**config.mk**
```make
export PLATFORM = sky130hd
export DESIGN_NAME = am_meas_ctrl
export DESIGN_NICKNAME = d
export VERILOG_FILES = /design/src/rtl/am_pkg.sv /design/src/rtl/serial_div.sv /design/src/rtl/am_meas_ctrl.sv
export SDC_FILE = /design/constraint.sdc
export NUM_CORES = 1
export LEC_CHECK = 0
export ABC_AREA = 1
export CORE_MARGIN = 2
export CORE_UTILIZATION = 46
export DETAILED_ROUTE_END_ITERATION = 12
export DONT_BUFFER_PORTS = 1
export HOLD_SLACK_MARGIN = 0.08
export PLACE_DENSITY = 0.71
export SLEW_MARGIN = 20
export SYNTH_ARGS = -nofsm -noshare
export SYNTH_HDL_FRONTEND = slang
export SYNTH_SLANG_ARGS = --single-unit
export TNS_END_PERCENT = 100
```
**constraint.sdc**
```tcl
create_clock -name clk -period 6.2 [get_ports clk]
set_input_delay 1.55 -clock clk [delete_from_list [all_inputs] [get_ports clk]]
set_output_delay 1.55 -clock clk [all_outputs]
set_load 0.02 [all_outputs]
```
**src/rtl/am_pkg.sv**
```systemverilog
// Shared types and constants for the AM measurement path.
package am_pkg;

  localparam int unsigned CODE_W   = 10;   // demodulator code width
  localparam int unsigned ENV_W    = 11;   // signed envelope width
  localparam int unsigned NUM_W    = 17;   // depth numerator width
  localparam int unsigned DEN_W    = 11;   // depth denominator width
  localparam int unsigned MIDSCALE = 512;
  localparam int unsigned MA_MAX   = 100;

  typedef enum logic [2:0] {
    ST_IDLE   = 3'd0,
    ST_SETTLE = 3'd1,
    ST_PEAK   = 3'd2,
    ST_COUNT  = 3'd3,
    ST_DIV    = 3'd4,
    ST_DONE   = 3'd5
  } am_state_e;

  // Offset-binary code to envelope magnitude; below-midscale samples read as 0.
  function automatic logic [CODE_W-1:0] env_clamp(input logic [CODE_W-1:0] code);
    logic [ENV_W-1:0] e;
    e = ENV_W'(code) - ENV_W'(MIDSCALE);
    return e[ENV_W-1] ? '0 : CODE_W'(e);
  endfunction

endpackage

```
**src/rtl/serial_div.sv**
```systemverilog
// Unsigned restoring divider, one quotient bit per cycle; done pulses NUM_W cycles after go.
module serial_div #(
  parameter int unsigned NUM_W = 17,
  parameter int unsigned DEN_W = 11
) (
  input  logic             clk,
  input  logic             rst,
  input  logic             go,
  input  logic [NUM_W-1:0] num,
  input  logic [DEN_W-1:0] den,
  output logic             done,
  output logic [NUM_W-1:0] quo
);

  localparam int unsigned CNT_W = $clog2(NUM_W + 1);

  logic [DEN_W-1:0] rem_q;
  logic [DEN_W-1:0] den_q;
  logic [CNT_W-1:0] steps_q;
  logic             running_q;

  logic [DEN_W-1:0] rem_src;
  logic [DEN_W-1:0] den_src;
  logic [NUM_W-1:0] nq_src;
  logic [DEN_W:0]   trial;
  logic             take;
  logic [DEN_W-1:0] rem_nxt;
  logic [NUM_W-1:0] nq_nxt;

  // One restoring step; the first step runs on the go cycle straight from the operands.
  always_comb begin
    rem_src = go ? '0 : rem_q;
    nq_src  = go ? num : quo;
    den_src = go ? den : den_q;
    trial   = {rem_src, nq_src[NUM_W-1]};
    take    = (den_src != '0) && (trial >= {1'b0, den_src});
    rem_nxt = take ? DEN_W'(trial - {1'b0, den_src}) : DEN_W'(trial);
    nq_nxt  = {nq_src[NUM_W-2:0], take};
  end

  // Quotient shifts in from the LSB while the numerator shifts out of the MSB.
  always_ff @(posedge clk) begin
    if (rst) begin
      rem_q     <= '0;
      den_q     <= '0;
      quo       <= '0;
      steps_q   <= '0;
      running_q <= 1'b0;
      done      <= 1'b0;
    end else begin
      done <= 1'b0;
      if (go) begin
        rem_q     <= rem_nxt;
        quo       <= nq_nxt;
        den_q     <= den;
        steps_q   <= CNT_W'(NUM_W - 1);
        running_q <= 1'b1;
      end else if (running_q) begin
        rem_q   <= rem_nxt;
        quo     <= nq_nxt;
        steps_q <= steps_q - CNT_W'(1);
        if (steps_q == CNT_W'(1)) begin
          running_q <= 1'b0;
          done      <= 1'b1;
        end
      end
    end
  end

endmodule

```
**src/rtl/am_meas_ctrl.sv**
```systemverilog
// AM measurement sequencer: settle, peak/trough window, crossing-count window, depth divide.
module am_meas_ctrl
  import am_pkg::*;
#(
  parameter int unsigned WIN_LEN    = 8192,
  parameter int unsigned SETTLE_CYC = 256,
  parameter int unsigned HYST       = 8
) (
  input  logic              clk,
  input  logic              rst,
  input  logic              start,
  input  logic              cont,
  input  logic [CODE_W-1:0] demod_in,
  input  logic              demod_valid,
  output logic              demod_en,
  output logic              busy,
  output logic              meas_valid,
  output logic [7:0]        ma,
  output logic [7:0]        freq
);

  localparam int unsigned TMR_MAX = (WIN_LEN > SETTLE_CYC) ? WIN_LEN : SETTLE_CYC;
  localparam int unsigned TMR_W   = $clog2(TMR_MAX);
  localparam logic [DEN_W-1:0] HYST_V = DEN_W'(HYST);

  am_state_e state, state_nxt;

  logic [TMR_W-1:0]  tmr_q;
  logic [TMR_W-1:0]  tmr_reload;
  logic              tmr_last;

  logic [CODE_W-1:0] env;
  logic [CODE_W-1:0] emax_q, emin_q, mid_q;
  logic              seen_q;
  logic [CODE_W-1:0] emax_upd, emin_upd;
  logic              seen_upd;
  logic [CODE_W-1:0] fin_max, fin_min;
  logic [DEN_W-1:0]  fin_sum;

  logic              armed_q;
  logic [8:0]        cnt_q;
  logic              below, above;

  logic              peak_entry, count_entry;

  logic              div_go, div_done;
  logic [NUM_W-1:0]  div_num, div_quo;
  logic [DEN_W-1:0]  div_den;
  logic [7:0]        ma_sat;

  assign tmr_last    = (tmr_q == '0);
  assign env         = env_clamp(demod_in);
  assign peak_entry  = (state_nxt == ST_PEAK)  && (state != ST_PEAK);
  assign count_entry = (state_nxt == ST_COUNT) && (state != ST_COUNT);

  // Next-state logic.
  always_comb begin
    state_nxt = state;
    case (state)
      ST_IDLE:   if (start)    state_nxt = ST_SETTLE;
      ST_SETTLE: if (tmr_last) state_nxt = ST_PEAK;
      ST_PEAK:   if (tmr_last) state_nxt = ST_COUNT;
      ST_COUNT:  if (tmr_last) state_nxt = ST_DIV;
      ST_DIV:    if (div_done) state_nxt = ST_DONE;
      ST_DONE:   state_nxt = cont ? ST_PEAK : ST_IDLE;
      default:   state_nxt = ST_IDLE;
    endcase
  end

  // State register.
  always_ff @(posedge clk) begin
    if (rst) state <= ST_IDLE;
    else     state <= state_nxt;
  end

  // Reload value of the shared down-counter for the state being entered.
  always_comb begin
    tmr_reload = '0;
    case (state_nxt)
      ST_SETTLE:        tmr_reload = TMR_W'(SETTLE_CYC - 1);
      ST_PEAK, ST_COUNT: tmr_reload = TMR_W'(WIN_LEN - 1);
      default:          tmr_reload = '0;
    endcase
  end

  // Shared settle/window down-counter, reloaded on every state change.
  always_ff @(posedge clk) begin
    if (rst)                     tmr_q <= '0;
    else if (state_nxt != state) tmr_q <= tmr_reload;
    else if (!tmr_last)          tmr_q <= tmr_q - TMR_W'(1);
  end

  // Extrema including the current sample, so the last PEAK cycle still counts.
  always_comb begin
    emax_upd = (demod_valid && (env > emax_q)) ? env : emax_q;
    emin_upd = (demod_valid && (env < emin_q)) ? env : emin_q;
    seen_upd = seen_q | demod_valid;
    fin_max  = seen_upd ? emax_upd : '0;
    fin_min  = seen_upd ? emin_upd : '0;
    fin_sum  = DEN_W'(fin_max) + DEN_W'(fin_min);
  end

  // Peak/trough capture and midpoint latch at window end.
  always_ff @(posedge clk) begin
    if (rst) begin
      emax_q <= '0;
      emin_q <= '0;
      seen_q <= 1'b0;
      mid_q  <= '0;
    end else if (peak_entry) begin
      emax_q <= '0;
      emin_q <= '1;
      seen_q <= 1'b0;
    end else if (state == ST_PEAK) begin
      seen_q <= seen_upd;
      if (tmr_last) begin
        emax_q <= fin_max;
        emin_q <= fin_min;
        mid_q  <= fin_sum[DEN_W-1:1];
      end else begin
        emax_q <= emax_upd;
        emin_q <= emin_upd;
      end
    end
  end

  // Hysteresis thresholds, kept unsigned by moving HYST to the other side.
  always_comb begin
    below = (DEN_W'(env) + HYST_V) < DEN_W'(mid_q);
    above = DEN_W'(env) > (DEN_W'(mid_q) + HYST_V);
  end

  // Arm below the low threshold, count on the next rise above the high one.
  always_ff @(posedge clk) begin
    if (rst) begin
      armed_q <= 1'b0;
      cnt_q   <= '0;
    end else if (count_entry) begin
      armed_q <= 1'b0;
      cnt_q   <= '0;
    end else if ((state == ST_COUNT) && demod_valid) begin
      if (below) begin
        armed_q <= 1'b1;
      end else if (above && armed_q) begin
        armed_q <= 1'b0;
        if (cnt_q < 9'd255) cnt_q <= cnt_q + 9'd1;
      end
    end
  end

  // Divide launches on the last COUNT cycle so the quotient lands as DIV ends.
  assign div_go  = (state == ST_COUNT) && tmr_last;
  assign div_num = NUM_W'(emax_q - emin_q) * NUM_W'(MA_MAX);
  assign div_den = DEN_W'(emax_q) + DEN_W'(emin_q);

  serial_div #(
    .NUM_W (NUM_W),
    .DEN_W (DEN_W)
  ) u_div (
    .clk  (clk),
    .rst  (rst),
    .go   (div_go),
    .num  (div_num),
    .den  (div_den),
    .done (div_done),
    .quo  (div_quo)
  );

  assign ma_sat = (div_quo > NUM_W'(MA_MAX)) ? 8'(MA_MAX) : 8'(div_quo);

  // Registered outputs, driven from the next state so they line up with it.
  always_ff @(posedge clk) begin
    if (rst) begin
      demod_en   <= 1'b0;
      busy       <= 1'b0;
      meas_valid <= 1'b0;
      ma         <= '0;
      freq       <= '0;
    end else begin
      demod_en   <= (state_nxt != ST_IDLE);
      busy       <= (state_nxt != ST_IDLE);
      meas_valid <= (state_nxt == ST_DONE);
      if (state_nxt == ST_DONE) begin
        ma   <= ma_sat;
        freq <= (cnt_q > 9'd255) ? 8'd255 : cnt_q[7:0];
      end
    end
  end

endmodule

```
* Yosys cells after proc, flatten, opt, wreduce, memory -nomap -nowiden
Index checks and enable logic that the tools add are counted.
Storage, ports and cells: register bits after elaboration 121, output and inout bits 19, word-level logic and storage cells 116
Cells by class: add/sub/neg operators 10, multiply operators 1, magnitude comparators 8, equality and inequality tests 14, muxes and demuxes 37, bitwise operators 4, reduce and logical (&&, ||, !) cells 23
Operators by type and width (number):
- $mux W10 | 9
- $mux W11 | 5
- $mux W17 | 3
- $mux W13 | 2
- $pmux W13 S2 | 1
- $add A10 B10 Y11 | 2
- $add A10 B4 Y11 const B | 2
- $pmux W3 S6 | 1
- $gt A17 B7 Y1 const B | 1
- $mul A17 B5 Y15 const B | 1
- $mux W8 | 2
- $mux W3 | 5
- $logic_not A13 Y1 | 1
- $sub A13 B1 Y13 const B | 1
- $eq A3 B2 Y1 const B | 4
- $ge A12 B11 Y1 | 1
- $gt A10 B11 Y1 | 1
- $lt A11 B10 Y1 | 1
- $reduce_bool A11 Y1 | 1
- $sub A10 B10 Y11 | 1
- $sub A10 B10 Y11 const B | 1
- $sub A11 B11 Y11 | 1
- $gt A10 B10 Y1 | 1
- $lt A10 B10 Y1 | 1
- other kinds (24) | 48

* Logic depth before layout (Yosys ltp)
Gate-level depths: netlist of run 1.
depth after elaboration 9, depth in mapped cells 38, gate-level depth less buffers 37

* Hierarchy
From an unflattened synthesis of run 1, not the netlist that was laid out.
Unflattened totals: cells, all modules 1425, area total of the unflattened synthesis 9660.5 µm²
By module, submodules not included:
- am_meas_ctrl | instances 1, cells an instance 963, area each 6735.2 µm², seq. area each 1501.4 µm²
- serial_div | instances 1, cells an instance 462, area each 2925.3 µm², seq. area each 920.9 µm²

* Least setup slack after synthesis of run 1
No wires, ideal clock.
path kind register -> register, from register emin_q[2], to register u_div.rem_q[9], setup time 0.108 ns, arrival 5.809 ns, data required time 6.092 ns, path slack 0.284 ns, stages on the path, launching flop included 38, path buffers 2, period minus slack after synthesis 5.916 ns, cells stage by stage dfxtp_1 inv_1 ha_1 buf_2 nand3_1 nand2_1 nand2_1 nand2_1 a21oi_1 o31ai_1 a21oi_1 o21ai_0 xor2_1 ha_1 fa_1 inv_1 fa_1 inv_1 [... 2 more ...] nor2_1 nand3_1 nand4_1 a21o_1 nand3_1 o21ai_0 ha_1 inv_1 fa_1 nand3_1 nand4_1 nand2_1 nand4_1 clkbuf_1 nand3_1 nand3_2 nand3_2 inv_2
Between the ends: longest elaborated chain between the ends 8
RTL lines:
- start, declared | line am_meas_ctrl.sv:33 | logic [CODE_W-1:0] emax_q, emin_q, mid_q;
- start signal, assigned | line am_meas_ctrl.sv:118 | emin_q <= fin_min;
- start signal, assigned | line am_meas_ctrl.sv:122 | emin_q <= emin_upd;
- $sub A10 B10 Y11 | line am_meas_ctrl.sv:153 | assign div_num = NUM_W'(emax_q - emin_q) * NUM_W'(MA_MAX);
- $mul A17 B5 Y15 | line am_meas_ctrl.sv:153
- $mux W17 | line serial_div.sv:33 | nq_src = go ? num : quo;
- $ge A12 B11 Y1 | line serial_div.sv:36 | take = (den_src != '0) && (trial >= {1'b0, den_src});
- $logic_and A1 B1 Y1 | line serial_div.sv:36
- $mux W11 * | line serial_div.sv:37 | rem_nxt = take ? DEN_W'(trial - {1'b0, den_src}) : DEN_W'(trial);
- $mux W11 | line serial_div.sv:58 | end else if (running_q) begin
- $mux W11 * | line serial_div.sv:52 | if (go) begin
- end signal, assigned | line serial_div.sv:53 | rem_q <= rem_nxt;
- end signal, assigned | line serial_div.sv:59 | rem_q <= rem_nxt;
- end, declared | line serial_div.sv:17 | logic [DEN_W-1:0] rem_q;
Mark *: on every way between the ends. The rest lies on a longest branch, timed or not. The select of a mux whose other input is x is not followed. A chain may end at the register's enable or synchronous reset.

* Final worst setup path of run 1
from register emin_q[1], to register u_div.rem_q[9]
Same word-level chain as after synthesis.

==> results of run 1 <==
[cells by family after synthesis]
| logic type | Yosys count |
|---|---|
| xor gates and xnor gates | 42 |
| buffers and inverters | 290 |
| DFF | 121 |
| and+or+nand+nor | 582 |
| adders and majority gates | 124 |
| AOI/OAI and AO/OA | 257 |
[flip-flops by register name, summed over array words and instances (netlist names), 3 cells and up]
register	count
freq	8
state	3
u_div.steps_q	5
emax_q	10
mid_q	10
u_div.den_q	11
cnt_q	9
tmr_q	13
emin_q	10
u_div.rem_q	11
u_div.quo	17
ma	8
[synth_stat cells (2+ instances only)]
master | n | area [um2]
a21o_1 | 6 | 45.04
nor2_1 | 133 | 499.2
nor2_2 | 6 | 37.54
o31ai_1 | 4 | 30.03
inv_1 | 238 | 893.4
o21ai_2 | 2 | 17.52
nor3_1 | 19 | 95.09
buf_6 | 3 | 33.78
o21bai_1 | 3 | 22.52
nand2_1 | 265 | 994.7
o21a_1 | 3 | 22.52
xnor2_1 | 7 | 61.31
nand3_2 | 13 | 130.1
ha_1 | 110 | 1376
o22ai_1 | 8 | 50.05
inv_2 | 8 | 30.03
nand3_1 | 93 | 465.5
o211a_1 | 8 | 80.08
clkbuf_1 | 29 | 108.9
dfxtp_1 | 121 | 2422
nor4_1 | 3 | 18.77
o211ai_1 | 8 | 60.06
a21oi_1 | 93 | 465.5
a211oi_1 | 2 | 15.01
buf_2 | 8 | 40.04
or2_2 | 12 | 75.07
buf_4 | 2 | 15.01
nand4_1 | 19 | 118.9
o221ai_1 | 2 | 17.52
a311oi_1 | 3 | 26.28
nand2_2 | 14 | 87.58
o21ai_0 | 89 | 445.4
fa_1 | 14 | 280.3
a21oi_2 | 4 | 35.03
a31oi_1 | 21 | 131.4
xor2_1 | 35 | 306.5
[metrics by stage]
step	power, uW	setup TNS, ns	utilization [%]	hold WS (ns)
after floorplan	4385	0	-	0.4389
after global placement	5198	0	48.36	0.4502
after detailed placement	5280	-0.3551	48.36	0.4567
after CTS	6342	0	51.35	0.4657
after global routing	7498	-0.4947	52.01	0.4751
final	6575	0	52.01	0.4701
[worst min-delay path by stage]
stage / start / end / slack, ns
floorplan: armed_q / armed_q / 0.44
global placement: armed_q / armed_q / 0.45
detailed placement: armed_q / armed_q / 0.46
CTS: armed_q / armed_q / 0.47
global route: armed_q / armed_q / 0.48
finish: armed_q / armed_q / 0.47
[layout make-up]
type	count	share of cell area [%]
inverter	247	8.737
clock inverter	15	1.660
tap	270	3.179
timing repair buffer	19	1.378
sequential	121	22.81
clock buffer	17	4.003
multi-input combinational	1006	58.24
[routing by layer]
layer | up-vias | routed length (um) | GRT usage (%)
met5 | - | 0 | 0
met1 | 4141 | 11010 | 29.20
met4 | 0 | 345 | 5.714
met2 | 223 | 11100 | 37.41
met3 | 26 | 1387 | 4.893
li1 | 4600 | - | -
[layout by cell type, fill, tap and decap left out, types with 20 or more instances in the layout]
master   count
nor2_1     132
a31oi_1     20
o21ai_0     87
nand3_1     93
ha_1       105
nand2_1    265
dfxtp_1    120
xor2_1      35
a21oi_1     90
inv_1      238
[critical path, delay by kind of cell, from the launching register on]
family          cells  cell delay, ns
compound gates      6            0.85
xor+xnor            1            0.13
fa+ha+maj           7            2.37
buf+inv             6            0.50
flops               1            0.36
simple gates       17            1.57
[report_power, final]
part           switching, uW  internal, uW  total [uW]
Combinational           2740          1930        4660
Clock                    427           576        1000
Sequential              62.6           844         907
[timing repair]
action	in CTS	in global routing
pin swaps	1	6
hold endpoints to repair	0	0
gates cloned	0	1
resized for setup	1	20
setup endpoints to repair	11	12
buffers inserted	1	3
==> metrics, run 1 <==
clock latency on the worst-skew pair 0.42 ns; post-layout minimum cycle time 5.827 ns; Final Cycle Share 93.98%; Leakage 0.005269 uW; most used cell along the critical path nand2_1; total wire length 23840 um; register area share after synthesis 25.11%; Multi-input gate area 0.006188 mm2; Die Area 0.02215 mm2; Worst Setup EP u_div.rem_q[9]; Hold/Removal Path Class flip-flop to flip-flop; placed cells 1658; Synth Area in Simple Gates 26.78%; Peak VDD IR 655.7 uV; largest net degree at the start of global routing 53; CP startpoint kind flip-flop; critical path arrival 6.19 ns; fmax 171.6 MHz; Post-synth top flop dfxtp_1; DP HPWL 17720 um; design area 0.01063 mm2; Setup WS pre-CTS -0.04786 ns; number of CTS-inserted buffers 17; actual slew at the worst max-slew pin 0.8314 ns; grt ovf 0; PwrDens 618.7 mW/mm2; complex-gate fraction of the synthesized area 15.25%; Setup crit start emin_q[1]; CTS tree done; post-synthesis register bit count 121; cell area after synthesis 0.009648 mm2; Core Area 0.02043 mm2; nets 1551; non-filler cells, final 1695; drt drc 0; Initial Util 47.23%; Inserted Diodes 0; Rows 52; Slowest-stage cell, CP fa_1; Mapped Nets 1555; synth unique cells 44; initial antenna violation count 0; crit-path max cell delay 0.50 ns; CTS H-tree lvls 4; WL per Instance 14.07 um; clk buf depth 2; asr flop ratio synth 0%; Reg2Reg Depth 37; CP required 6.56 ns; Die Width 148.8 um; first-pass GRT wire length 40510 um; count of input and output buffers 0; count of pins over their slew limit 0; 1st-iter DRT viols 672; Yosys Warn Count 0; GRT Total Usage 22.31%; Synth Area in Adders 17.17%; vias in the first global route 8590; main combinational cell family by area after synthesis simple AND/OR/NAND/NOR gates; kind of critical path flip-flop to flip-flop; r2r setup slk 0.37 ns; Slew headroom 44.44%; crit path max fanout 13; MaxCap Viol Count 0; I/O Pins 34; mux cell area share after synthesis 0%; Crit. End Element flip-flop; Worst Clk Skew 0.01429 ns; Hold Violations, Final 0; EDFF count, synth 0; Routed Antenna Nets 0; Mapped Cells 1416; first drt pass iteration count 5; P&R area growth vs syn 10.14%; worst r2r src emin_q[1]; clk sink count 121; mean post-synth cell area 6.814 um2; min setup slack post-route 0.3735 ns; R2R Path End u_div.rem_q[9]; Die Y-Extent 148.8 um; outcome finished, final reports clean; Via-to-Cell Ratio 5.304; placer congestion estimate 0.8946; Fill cells 2013; Area after DPL 0.009881 mm2; final setup violating endpoints 0; Hold Path Stages 2; share of layout cells above drive strength 1 9.333%; routed vias 8990; Hold Buf Count CTS 0; CTS clk-pin slew, worst paths 0.06 ns; root buffer cell clkbuf_16; Reg area 0.002424 mm2; XOR/XNOR share of the synthesized area 3.813%
(Power assumes the default switching activity.)
==> run 2, diff against run 1 <==
==> constraint.sdc (replaced) <==
create_clock -name clk -period 6.2 [get_ports clk]
set_input_delay 1.24 -clock clk [delete_from_list [all_inputs] [get_ports clk]]
set_output_delay 1.24 -clock clk [all_outputs]
set_load 0.02 [all_outputs]
==> metrics, run 2 (synthesized netlist as in run 1, its figures left out) <==
Die Area 0.02215 mm2 (unchanged); placed cells 1661 (was 1658); total wire length 23890 um (was 23840 um); r2r setup slk 0.35 ns (was 0.37 ns); largest register by flop count u_div.quo (unchanged); kind of critical path flip-flop to flip-flop (unchanged); root buffer cell clkbuf_16 (unchanged); 1st-iter DRT viols 635 (was 672); crit-path max cell delay 0.50 ns (about the same); Die Y-Extent 148.8 um (unchanged); Core Area 0.02043 mm2 (unchanged); share of layout cells above drive strength 1 9.474% (was 9.333%); Via-to-Cell Ratio 5.237 (was 5.304); first drt pass iteration count 5 (unchanged); vias in the first global route 8237 (was 8590); actual slew at the worst max-slew pin 0.8505 ns (was 0.8314 ns); count of input and output buffers 0 (unchanged); clk buf depth 2 (unchanged); Largest register FFs 17 (unchanged); grt ovf 0 (unchanged); Inserted Diodes 0 (unchanged); GRT Total Usage 21.87% (was 22.31%); Slowest-stage cell, CP fa_1 (unchanged); Int Power 3313 uW (was 3347 uW); Rows 52 (unchanged); MaxCap Viol Count 0 (unchanged); worst r2r src emin_q[2] (was emin_q[1]); CP top delay family adder cells (unchanged); most used routing layer met2 (unchanged); clock latency on the worst-skew pair 0.43 ns (was 0.42 ns); met3 GRT Util 4.862% (was 4.893%); I/O Pins 34 (unchanged); M1 GR Usage 28.21% (was 29.20%); Reg power frac 13.8% (about the same); Die Width 148.8 um (unchanged); final setup violating endpoints 0 (unchanged); most frequent cells in the layout nand2_1, inv_1, nor2_1 (unchanged); CTS H-tree lvls 4 (unchanged); post-layout minimum cycle time 5.852 ns (was 5.827 ns); PwrDens 620.1 mW/mm2 (was 618.7 mW/mm2); CP bufs+invs 6 (unchanged); Worst Clk Skew 0.01160 ns (was 0.01429 ns); fmax 170.9 MHz (was 171.6 MHz); Net Sw Frac 49.59% (was 49.10%); Final Cycle Share 94.39% (was 93.98%); crit path max fanout 12 (was 13); first-pass GRT wire length 39430 um (was 40510 um); WL per Instance 14.09 um (was 14.07 um); Gate power share 71.4% (was 70.9%); count of pins over their slew limit 0 (unchanged); clk sink count 121 (unchanged); Psw 3259 uW (was 3228 uW); drt drc 0 (unchanged); R2R Path End u_div.rem_q[3] (was u_div.rem_q[9]); Crit. path cell count 37 (unchanged); CP startpoint kind flip-flop (unchanged); Hold Buf Count CTS 0 (unchanged); critical path arrival 6.22 ns (was 6.19 ns); non-filler cells, final 1695 (unchanged); Crit. End Element flip-flop (unchanged); CTS tree done (unchanged); outcome finished, final reports clean (unchanged); top flop regs u_div.quo: 17 flops, tmr_q: 13 flops (unchanged); DP HPWL 18070 um (was 17720 um); Fill cells 2042 (was 2013); Setup crit start emin_q[2] (was emin_q[1]); Routed Antenna Nets 0 (unchanged); GRT met2 Usage 37.31% (was 37.41%); most used cell along the critical path nand2_1 (unchanged); Leakage 0.005260 uW (was 0.005269 uW); P&R area growth vs syn 9.843% (was 10.14%); nets 1551 (unchanged); post-layout power 6572 uW (was 6575 uW); Hold Violations, Final 0 (unchanged); Reg2Reg Depth 37 (unchanged); Hold/Removal Path Class flip-flop to flip-flop (unchanged); initial antenna violation count 0 (unchanged); Slew headroom 43.16% (was 44.44%); largest net degree at the start of global routing 37 (was 53); clock group share of total power 14.8% (was 15.3%); Worst Setup EP u_div.rem_q[3] (was u_div.rem_q[9]); CP required 6.57 ns (was 6.56 ns); number of CTS-inserted buffers 17 (unchanged); most common cell after layout, fill and taps aside nand2_1 (unchanged); Peak VDD IR 568.5 uV (was 655.7 uV); routed vias 8876 (was 8990); Hold Startpoint armed_q (unchanged); placer congestion estimate 0.9258 (was 0.8946); Initial Util 47.23% (unchanged); CTS clk-pin slew, worst paths 0.06 ns (about the same)
[run 2: cell types whose count changed in the layout (fill, tap and decap cells not counted), sizes merged]
cell    previous run  this run
buf               19        20
bufinv             1         0
clkinv             3         4
nand2            281       280
[run 2: worst min path at each step]
stage | cells after the start | to | slack [ns]
2_1_floorplan | 2 | armed_q | 0.44
3_3_place_gp | 2 | armed_q | 0.45
3_5_place_dp | 2 | armed_q | 0.46
4_1_cts | 2 | armed_q | 0.47
5_1_grt | 2 | armed_q | 0.49
6_report | 2 | armed_q | 0.46
[run 2: cell type report]
type | count | area, um2 | share of cell area [%]
well taps | 270 | 337.8 | 3.188
multi-input cells | 1005 | 6182 | 58.34
flip-flops and latches | 121 | 2424 | 22.87
clock inverters | 15 | 150.1 | 1.417
inverters | 247 | 928.4 | 8.760
clock buffers | 17 | 425.4 | 4.014
repair buffers | 20 | 150.1 | 1.417
[run 2: routing by layer]
| metal | vias to the layer above | part of all wire (%) |
|---|---|---|
| li1 | 4595 | - |
| met2 | 194 | 47 |
| met1 | 4061 | 47 |
| met5 | - | 0 |
| met4 | 0 | 1.3 |
| met3 | 26 | 5.3 |
[run 2: repair_timing]
| action | CTS | global route |
|---|---|---|
| endpoints found under the setup margin | 12 | 12 |
| pin swaps | 0 | 3 |
| gates resized for setup | 2 | 19 |
| setup buffers | 0 | 2 |
[run 2: tightest hold or removal path: stages, from the launching register on]
cell and delay, ns:
dfxtp_1 0.31, nand2_1 0.06, a21oi_1 0.05
[run 2: power groups by stage]
stage	sequential, uW	clock, uW	combinational (uW)
after floorplan	906	0	3480
after global placement	920	0	4250
after detailed placement	923	0	4380
after CTS	906	984	4420
after global routing	917	1020	5540
final	909	973	4690
[run 2: through the flow]
stage / cell area (um2) / worst slack (ns) / utilization (%) / TNS, ns / hold WS, ns
global placement: 9903 / 0.1259 / 48.48 / 0 / 0.4494
floorplan: 9648 / 0.2836 / - / 0 / 0.4389
CTS: 10480 / 0.009988 / 51.29 / 0 / 0.4679
global route: 10600 / -0.03162 / 51.87 / -0.09451 / 0.4883
detailed placement: 9903 / -0.08096 / 48.48 / -0.7091 / 0.4582
finish: 10600 / 0.3478 / 51.87 / 0 / 0.4636
==> RTL change (settings of run 1) <==
Re-encode `am_state_e` (6 states) as one-hot, 6 bits wide.
--- a/src/rtl/am_pkg.sv
+++ b/src/rtl/am_pkg.sv
@@ -9,11 +9,11 @@
   localparam int unsigned MA_MAX   = 100;
 
-  typedef enum logic [2:0] {
-    ST_IDLE   = 3'd0,
-    ST_SETTLE = 3'd1,
-    ST_PEAK   = 3'd2,
-    ST_COUNT  = 3'd3,
-    ST_DIV    = 3'd4,
-    ST_DONE   = 3'd5
+  typedef enum logic [5:0] {
+    ST_IDLE   = 6'b000001,
+    ST_SETTLE = 6'b000010,
+    ST_PEAK   = 6'b000100,
+    ST_COUNT  = 6'b001000,
+    ST_DIV    = 6'b010000,
+    ST_DONE   = 6'b100000
   } am_state_e;
 
Formal check against the unedited RTL: no difference found for any inputs over 10 cycles, from zero or initial values and one cycle with rst high; not proved beyond that.
==> RTL change against run 1 <==
- design area up 4.6%
- die area increased by 3.9%
- maximum frequency is essentially flat
- worst hold slack got worse by 0.0064 ns
- synthesized area up 4.0%
- sequential share of layout area fell by 0.42 points
- routed wire length is 11% higher
- critical path type unchanged
- setup slack worse by 0.0044 ns
- count of clock-buffer cells in the layout increased by 3
- sequential cell count up 3
Power is not compared: it rests on default switching activity, and its combinational part moved more than twofold at a synthesized area within 25%.
==> RTL change: results <==
{
  "cp.depth": 36,
  "top_layer": "met4",
  "antenna_found_initial": 0,
  "wl_per_cell_um": 15.1,
  "grt_pass1_vias": 9135,
  "cts_root_buf": "clkbuf_16",
  "wl_met3_mm": 1.47,
  "place_hpwl_mm": 19.9,
  "worstPathMaxFanout": 6,
  "port-buffer-count": 0,
  "grt_use_met3": 0.0389,
  "yosysWarnings": 0,
  "cts-resized-gates": 4,
  "synthTopCellsByArea": "dfxtp_1, ha_1, nand2_1, inv_1, nor2_1",
  "cp.arrival_ns": 6.15,
  "critical-path-max-stage-delay_ns": 0.50,
  "synth-compound-area-share": 0.148,
  "intPower_uw": 1620,
  "grtUsageTotal": 0.237,
  "synth_cell_types": 55,
  "max-vdd-ir-drop_uv": 124,
  "p_leak_uw": 0.00558,
  "n_fill_cell": 2139,
  "seq_area_frac_synth": 0.247,
  "skew_ns": 0.0176,
  "drt_iter0_drc": 531,
  "synthTopCellsByCount": "nand2_1, inv_1, nor2_1, dfxtp_1, ha_1",
  "synth_xor_xnor_area_share": 0.0384,
  "cts_setup_buffers": 4,
  "grt_max_degree": 43,
  "pg_seq_uw": 828,
  "cts_buffer_depth": 2,
  "synth.top_cell.area_share": 0.247,
  "drive_gt1_frac": 0.112,
  "dr_wl_met2_mm": 13.0,
  "wl_met1_mm": 11.3,
  "max_slew_margin": 0.403,
  "use_met1": 0.291,
  "synth_mux_area_frac": 0,
  "dr.pass1.iters": 7,
  "numCtsBuffers": 17,
  "globalplace.congestion": 0.957,
  "synth_fa_ha_area_frac": 0.165,
  "antenna_cells": 0,
  "nets": 1600,
  "grt_pass1_wl_mm": 43.4,
  "via_per_inst": 5.40,
  "synth-main-ff-cell": "dfxtp_1",
  "crit_slowest_cell": "fa_1",
  "reg2reg_to": "u_div.rem_q[1]",
  "h-tree-depth": 4,
  "rrSetupSlack_ns": 0.37,
  "cp_top_family": "adder cells",
  "use_met2": 0.418,
  "reg2reg_from": "emin_q[2]",
  "async_flop_share": 0,
  "status": "completed",
  "clock_latency_ns": 0.43
}
==> RTL change: cell count changes in the layout (fill, tap and decap cells not counted), moves of 5 or more <==
cell / before / now
nand3_1: 93 / 84
nand2_4: 1 / 7
clkinv_4: 0 / 5
o21ai_1: 1 / 6
a31oi_1: 20 / 12
inv_8: 5 / 0
nor3_1: 18 / 29
==> RTL change: worst min-delay path by stage <==
stage | from | endpoint | slack [ns] | cells past startpoint
6_report | u_div.steps_q[1] | u_div.steps_q[1] | 0.46 | 2
5_1_grt | mid_q[2] | mid_q[2] | 0.49 | 2
4_1_cts | u_div.steps_q[1] | u_div.steps_q[1] | 0.46 | 2
3_5_place_dp | u_div.steps_q[1] | u_div.steps_q[1] | 0.45 | 2
3_3_place_gp | u_div.steps_q[1] | u_div.steps_q[1] | 0.45 | 2
2_1_floorplan | cnt_q[8] | cnt_q[8] | 0.44 | 2
==> RTL change: layout make-up <==
type | instances | area, um^2 | share of cell area
clock buffers | 20 | 457 | 0.0411
clock inverters | 12 | 161 | 0.0145
inverters | 250 | 941 | 0.0846
multi-input cells | 1045 | 6540 | 0.588
flip-flops and latches | 124 | 2490 | 0.224
well taps | 280 | 350 | 0.0315
repair buffers | 23 | 180 | 0.0162
==> RTL change: through the flow <==
stage / cell area (um^2) / cells / setup WS, ns / power, uW / utilization
2_1_floorplan: 10000 / 1458 / 0.128 / 1160 / -
3_3_place_gp: 10300 / 1715 / 0.191 / 1240 / 0.477
3_5_place_dp: 10300 / 1715 / 0.0109 / 1250 / 0.477
4_1_cts: 11000 / 1752 / 0.0147 / 2300 / 0.508
5_1_grt: 11100 / 1754 / -0.0648 / 2420 / 0.514
6_report: 11100 / 1754 / 0.369 / 2310 / 0.514
